`src/rtl/muldiv_ctrl_if.sv`:
```
// Execute-stage handshake between the pipeline and the multiply/divide unit.
// The pipeline side drives the operation request; the unit returns stall and HI/LO results.
interface muldiv_ctrl_if;
  logic        op_valid;
  logic [1:0]  op_type;
  logic [31:0] src_a;
  logic [31:0] src_b;
  logic        flush;
  logic        stall_o;
  logic        result_valid;
  logic [31:0] hi_o;
  logic [31:0] lo_o;

  modport master (
    output op_valid, op_type, src_a, src_b, flush,
    input  stall_o, result_valid, hi_o, lo_o
  );

  modport slave (
    input  op_valid, op_type, src_a, src_b, flush,
    output stall_o, result_valid, hi_o, lo_o
  );
endinterface

```
`src/rtl/muldiv_ctrl.sv`:
```
// MIPS-style HI/LO multiply/divide controller: single-cycle multiply, 32-cycle restoring divide.
// Optional macro DIV_ZERO_FAST_EN: a zero divisor skips straight to DONE with lo=all-ones, hi=dividend.
module muldiv_ctrl (
  input  logic          clk,
  input  logic          resetn,
  muldiv_ctrl_if.slave  bus
);
  localparam int unsigned W  = 32;
  localparam int unsigned CW = $clog2(W);

  typedef enum logic [1:0] {S_IDLE, S_MUL, S_DIV, S_DONE} state_e;

  state_e          state_q, state_d;
  logic [CW-1:0]   cnt_q, cnt_d;
  logic            uns_q, uns_d;
  logic [W-1:0]    a_q, a_d;
  logic [W-1:0]    b_q, b_d;
  logic [W-1:0]    rem_q, rem_d;
  logic            qneg_q, qneg_d;
  logic            rneg_q, rneg_d;
  logic [W-1:0]    hi_q, hi_d;
  logic [W-1:0]    lo_q, lo_d;

  logic            accept;
  logic            uns_in, a_neg_in, b_neg_in;
  logic            fast_zero;
  logic [W-1:0]    mag_a, mag_b;
  logic [2*W-1:0]  ext_a, ext_b, product;
  logic [W:0]      trial, diff;
  logic            ge;
  logic [W-1:0]    rem_nxt, quo_nxt;

  always_comb begin
    state_d = state_q;
    cnt_d   = cnt_q;
    uns_d   = uns_q;
    a_d     = a_q;
    b_d     = b_q;
    rem_d   = rem_q;
    qneg_d  = qneg_q;
    rneg_d  = rneg_q;
    hi_d    = hi_q;
    lo_d    = lo_q;

    accept   = bus.op_valid & ~bus.flush;
    uns_in   = bus.op_type[0];
    a_neg_in = ~uns_in & bus.src_a[W-1];
    b_neg_in = ~uns_in & bus.src_b[W-1];
    mag_a    = a_neg_in ? (~bus.src_a + W'(1)) : bus.src_a;
    mag_b    = b_neg_in ? (~bus.src_b + W'(1)) : bus.src_b;
    fast_zero = 1'b0;
`ifdef DIV_ZERO_FAST_EN
    fast_zero = (bus.src_b == '0);
`endif

    // Sign-extended 64-bit operands give the signed product modulo 2^64.
    ext_a   = {{W{~uns_q & a_q[W-1]}}, a_q};
    ext_b   = {{W{~uns_q & b_q[W-1]}}, b_q};
    product = ext_a * ext_b;

    // One restoring step: a_q shifts the dividend out and the quotient in.
    trial   = {rem_q, a_q[W-1]};
    diff    = trial - {1'b0, b_q};
    ge      = (trial >= {1'b0, b_q});
    rem_nxt = ge ? diff[W-1:0] : trial[W-1:0];
    quo_nxt = {a_q[W-2:0], ge};

    case (state_q)
      S_IDLE: begin
        if (accept) begin
          uns_d = uns_in;
          if (bus.op_type[1]) begin
            if (fast_zero) begin
              state_d = S_DONE;
              hi_d    = bus.src_a;
              lo_d    = '1;
            end else begin
              state_d = S_DIV;
              cnt_d   = '0;
              a_d     = mag_a;
              b_d     = mag_b;
              rem_d   = '0;
              qneg_d  = a_neg_in ^ b_neg_in;
              rneg_d  = a_neg_in;
            end
          end else begin
            state_d = S_MUL;
            a_d     = bus.src_a;
            b_d     = bus.src_b;
          end
        end
      end
      S_MUL: begin
        if (bus.flush) begin
          state_d = S_IDLE;
        end else begin
          state_d = S_DONE;
          hi_d    = product[2*W-1:W];
          lo_d    = product[W-1:0];
        end
      end
      S_DIV: begin
        if (bus.flush) begin
          state_d = S_IDLE;
          cnt_d   = '0;
        end else begin
          a_d   = quo_nxt;
          rem_d = rem_nxt;
          cnt_d = CW'(cnt_q + CW'(1));
          if (cnt_q == CW'(W-1)) begin
            state_d = S_DONE;
            cnt_d   = '0;
            hi_d    = rneg_q ? (~rem_nxt + W'(1)) : rem_nxt;
            lo_d    = qneg_q ? (~quo_nxt + W'(1)) : quo_nxt;
          end
        end
      end
      S_DONE:  state_d = S_IDLE;
      default: state_d = S_IDLE;
    endcase
  end

  always_ff @(posedge clk or negedge resetn) begin
    if (!resetn) begin
      state_q <= S_IDLE;
      cnt_q   <= '0;
      uns_q   <= 1'b0;
      a_q     <= '0;
      b_q     <= '0;
      rem_q   <= '0;
      qneg_q  <= 1'b0;
      rneg_q  <= 1'b0;
      hi_q    <= '0;
      lo_q    <= '0;
    end else begin
      state_q <= state_d;
      cnt_q   <= cnt_d;
      uns_q   <= uns_d;
      a_q     <= a_d;
      b_q     <= b_d;
      rem_q   <= rem_d;
      qneg_q  <= qneg_d;
      rneg_q  <= rneg_d;
      hi_q    <= hi_d;
      lo_q    <= lo_d;
    end
  end

  // Stall and result strobe react to the same-cycle request and flush.
  assign bus.stall_o      = resetn & ((state_q == S_MUL) | (state_q == S_DIV) |
                                      ((state_q == S_IDLE) & accept));
  assign bus.result_valid = (state_q == S_DONE) & ~bus.flush;
  assign bus.hi_o         = hi_q;
  assign bus.lo_o         = lo_q;

endmodule

```
`src/flat_wrapper.sv`:
```
// flat-port wrapper written by rule: the top's interface ports become plain ports
module muldiv_ctrl_flat 
  (clk, resetn, bus_op_valid, bus_op_type, bus_src_a, bus_src_b, bus_flush, bus_stall_o, bus_result_valid, bus_hi_o, bus_lo_o);
  muldiv_ctrl_if bus_i ();
  input  logic clk;
  input  logic resetn;
  input wire logic [$bits(bus_i.op_valid)-1:0] bus_op_valid;
  input wire logic [$bits(bus_i.op_type)-1:0] bus_op_type;
  input wire logic [$bits(bus_i.src_a)-1:0] bus_src_a;
  input wire logic [$bits(bus_i.src_b)-1:0] bus_src_b;
  input wire logic [$bits(bus_i.flush)-1:0] bus_flush;
  output wire logic [$bits(bus_i.stall_o)-1:0] bus_stall_o;
  output wire logic [$bits(bus_i.result_valid)-1:0] bus_result_valid;
  output wire logic [$bits(bus_i.hi_o)-1:0] bus_hi_o;
  output wire logic [$bits(bus_i.lo_o)-1:0] bus_lo_o;
  assign bus_i.op_valid = bus_op_valid;
  assign bus_i.op_type = bus_op_type;
  assign bus_i.src_a = bus_src_a;
  assign bus_i.src_b = bus_src_b;
  assign bus_i.flush = bus_flush;
  assign bus_stall_o = bus_i.stall_o;
  assign bus_result_valid = bus_i.result_valid;
  assign bus_hi_o = bus_i.hi_o;
  assign bus_lo_o = bus_i.lo_o;
  muldiv_ctrl u_core (.clk(clk), .resetn(resetn), .bus(bus_i));
endmodule
```
`config.mk`:
```
export PLATFORM = sky130hd
export DESIGN_NAME = muldiv_ctrl_flat
export DESIGN_NICKNAME = d
export VERILOG_FILES = /design/src/rtl/muldiv_ctrl_if.sv /design/src/rtl/muldiv_ctrl.sv /design/src/flat_wrapper.sv
export SDC_FILE = /design/constraint.sdc
export NUM_CORES = 2
export LEC_CHECK = 0
export ABC_AREA = 0
export BUFFER_PORTS_ARGS = -buffer_cell sky130_fd_sc_hd__clkbuf_2
export CORE_MARGIN = 5
export CORE_UTILIZATION = 60
export DETAILED_ROUTE_END_ITERATION = 10
export PLACE_DENSITY_LB_ADDON = 0.25
export SYNTH_ARGS = -nofsm -noshare
export SYNTH_HDL_FRONTEND = slang
export SYNTH_SLANG_ARGS = --single-unit
```
`constraint.sdc`:
```
create_clock -name clk -period 20.5 [get_ports clk]
set_clock_uncertainty 0.05 [all_clocks]
set_input_delay 2.05 -clock clk [delete_from_list [all_inputs] [get_ports clk]]
set_output_delay 2.05 -clock clk [all_outputs]
set_load 0.05 [all_outputs]
```
==> flow_summary_export.csv <==
group,metric,value,unit
run_status,status,"finished clean",
timing,finalCritPeriodShare,0.522,
yosys,synth-edff-count,0,
cells_and_area,nNetsFinal,7089,
timing,setup_viol,0,
floorplan,die_w,299,um
yosys,synth_area_leaders,"fa_1 45%, inv_1 8.7%, dfrtp_1 8.5%",
floorplan,fp.coreArea,83300,sq um
routing,drt_iter0_drc,3103,
place,placed_cell_area,51500,sq um
yosys,synth_commonest_cells,"1161 x inv_1, 1126 x fa_1, 937 x nand2_1, 326 x and2_1, 287 x clkbuf_1",
timing,tns,0,ps
timing,slew_viol_final,0,
timing,period_needed,10700,ps
floorplan,initial_utilization,0.601,
routing,drt-wirelength-per-cell,21.5,um
yosys,ys_seq_area_frac,0.0849,
yosys,synthesis.area,50100,sq um
setup_path,cp-start-kind,"flop",
setup_path,slowest_delay,1040,ps
timing,fin_hold_ws,432,ps
place,dpl.hpwl,115000,um
yosys,synthFlopType,"dfrtp_1",
floorplan,fp-row-count,106,
timing,max_freq,93.4,MHz
routing,drt_drc_violations_left,0,
place,dpl.cell_count,6699,
yosys,synth-seq-cells,170,
setup_path,worstPathMaxFanout,32,
place,place.gp.congestion,0.990,
floorplan,fp.dieH,299,um
global_route,grt_usage,0.332,
cells_and_area,area_delta_synth_final,4.03,%
yosys,ys_types,84,
cells_and_area,final_area,52100,sq um
setup_path,cp_top_family,"adder cells",
yosys,netlist_instances,5741,
timing,max_slew_margin,0.266,
yosys,async_reset_ff_frac,1.00,
timing,worst_pin_slew,1100,ps
setup_path,crit_type,"reg -> reg",
routing,drtPass1Iterations,6,
clock_network,cts_resized,0,
setup_path,end_kind,"flop",
timing,rsz0062_at_grt,"false",
cells_and_area,drive_gt1_frac,0.0533,
global_route,antenna_found_initial,2,
yosys,synth.most_common_cell,"inv_1",
yosys,yosysTopAreaCellShare,0.450,
routing,drt_wl_total,145000,um
yosys,postSynthNetCount,7192,
clock_network,clock_path_buffers,2,
floorplan,dieArea,89400,sq um
clock_network,cts-root-buf,"clkbuf_16",
global_route,grt-ovfl-total,0,
yosys,avgSynthCellArea,8.73,sq um
place,portBuffers,135,
hold_path,hold_class,"reg -> reg",
cells_and_area,diodes,0,
global_route,grt_pass1_vias,41981,
routing,viasPerCell,5.89,
cells_and_area,stdcell_count,6731,
clock_network,h-tree-depth,4,
global_route,grt_pass1_wl,232000,um
clock_network,cts.sinks,170,
global_route,grt_max_degree,89,
clock_network,cts_setup_buffers,0,
setup_path,arrival,11030,ps
setup_path,path_buf_inv,9,
clock_network,hold_buffers,0,
setup_path,critPathSlowestCell,"dfrtp_1",
clock_network,numCtsBuffers,17,
routing,drt.antenna.violating_nets,0,
routing,vias,39613,
clock_network,cts.clk_slew.worst_paths,80,ps
floorplan,ios,136,
timing,hold_viol_final,0,
clock_network,clk-insertion-delay-late,470,ps
clock_network,cts_tree,"done",
job,max_cap_viol_count,0,
setup_path,crit_required,20830,ps
yosys,yosys_warnings,0,
yosys,synth_top_area_cell,"fa_1",
## through the flow
step / utilization / setup WS [ps]
2_1_floorplan: - / 12100
3_3_place_gp: 0.618 / 10110
3_5_place_dp: 0.618 / 9900
4_1_cts: 0.626 / 9910
5_1_grt: 0.626 / 9240
6_report: 0.626 / 9800
## logic make-up (layout without fill, tap and decap cells)
kind of cell | count (synthesis) | count (layout) | synth area share
compound gates | 717 | 717 | 0.0897
fa+ha+maj | 1381 | 1381 | 0.514
flops | 170 | 170 | 0.0849
xor+xnor | 203 | 203 | 0.0355
buf+inv | 1500 | 1410 | 0.113
mux | 21 | 21 | 0.00427
simple gates | 1749 | 1749 | 0.159
## final timing paths
path,end,startpoint,depth (start not counted),slack (ps)
setup / recovery,u_core.bus.hi_o[30],u_core.a_q[31],28,9800
hold / removal,u_core.bus.hi_o[13],u_core.bus.hi_o[13],2,430
setup reg to reg,u_core.bus.hi_o[30],u_core.a_q[31],28,9800
hold reg to reg,u_core.bus.hi_o[13],u_core.bus.hi_o[13],2,430
max in group asynchronous,u_core.b_q[25],resetn,3,16860
min in group asynchronous,u_core.cnt_q[4],resetn,1,1480
## worst min-delay path: stages (launching register included)
cell and delay, ps:
dfrtp_1 340, nand2_1 40, o21ai_0 60
## registers in the layout, summed over array words and instances (netlist names)
| signal | count |
|---|---|
| u_core.a_q | 32 |
| u_core.b_q | 32 |
| u_core.bus.hi_o | 32 |
| u_core.bus.lo_o | 32 |
| u_core.cnt_q | 5 |
| u_core.qneg_q | 1 |
| u_core.rem_q | 32 |
| u_core.rneg_q | 1 |
| u_core.state_q | 2 |
| u_core.uns_q | 1 |
## routing by layer
layer  GRT usage  vias up  wire length (um)  part of all wire
met3      0.0483      442             11400             0.078
li1            -    17112                 -                 -
met4       0.168        2              9130             0.063
met2       0.557     1708             70400              0.49
met1       0.425    20349             54000              0.37
met5           0        -                13          0.000090
## placed cells by master, fill, tap and decap left out, types with 35 or more instances in the layout
| cell | count |
|---|---|
| nor2_1 | 230 |
| o31ai_1 | 35 |
| fa_1 | 1126 |
| xnor2_1 | 124 |
| o21ai_0 | 229 |
| a21o_1 | 62 |
| dfrtp_1 | 164 |
| a21oi_1 | 186 |
| buf_4 | 79 |
| nand2_1 | 937 |
| ha_1 | 254 |
| and2_1 | 326 |
| inv_1 | 1161 |
| clkbuf_2 | 134 |
| xor2_1 | 79 |
| nor3_1 | 61 |
## cell type report
class                   count  area, sq um
clock inverters            14          203
inverters                1164         4370
repair buffers            214         1280
fillers                  7207        31200
flip-flops and latches    170         4260
multi-input cells        4071        40200
clock buffers              18          439
well taps                1080         1350
Power is not shown: default switching activity piles up to over one toggle a cycle in this logic, so the estimate is an artifact.
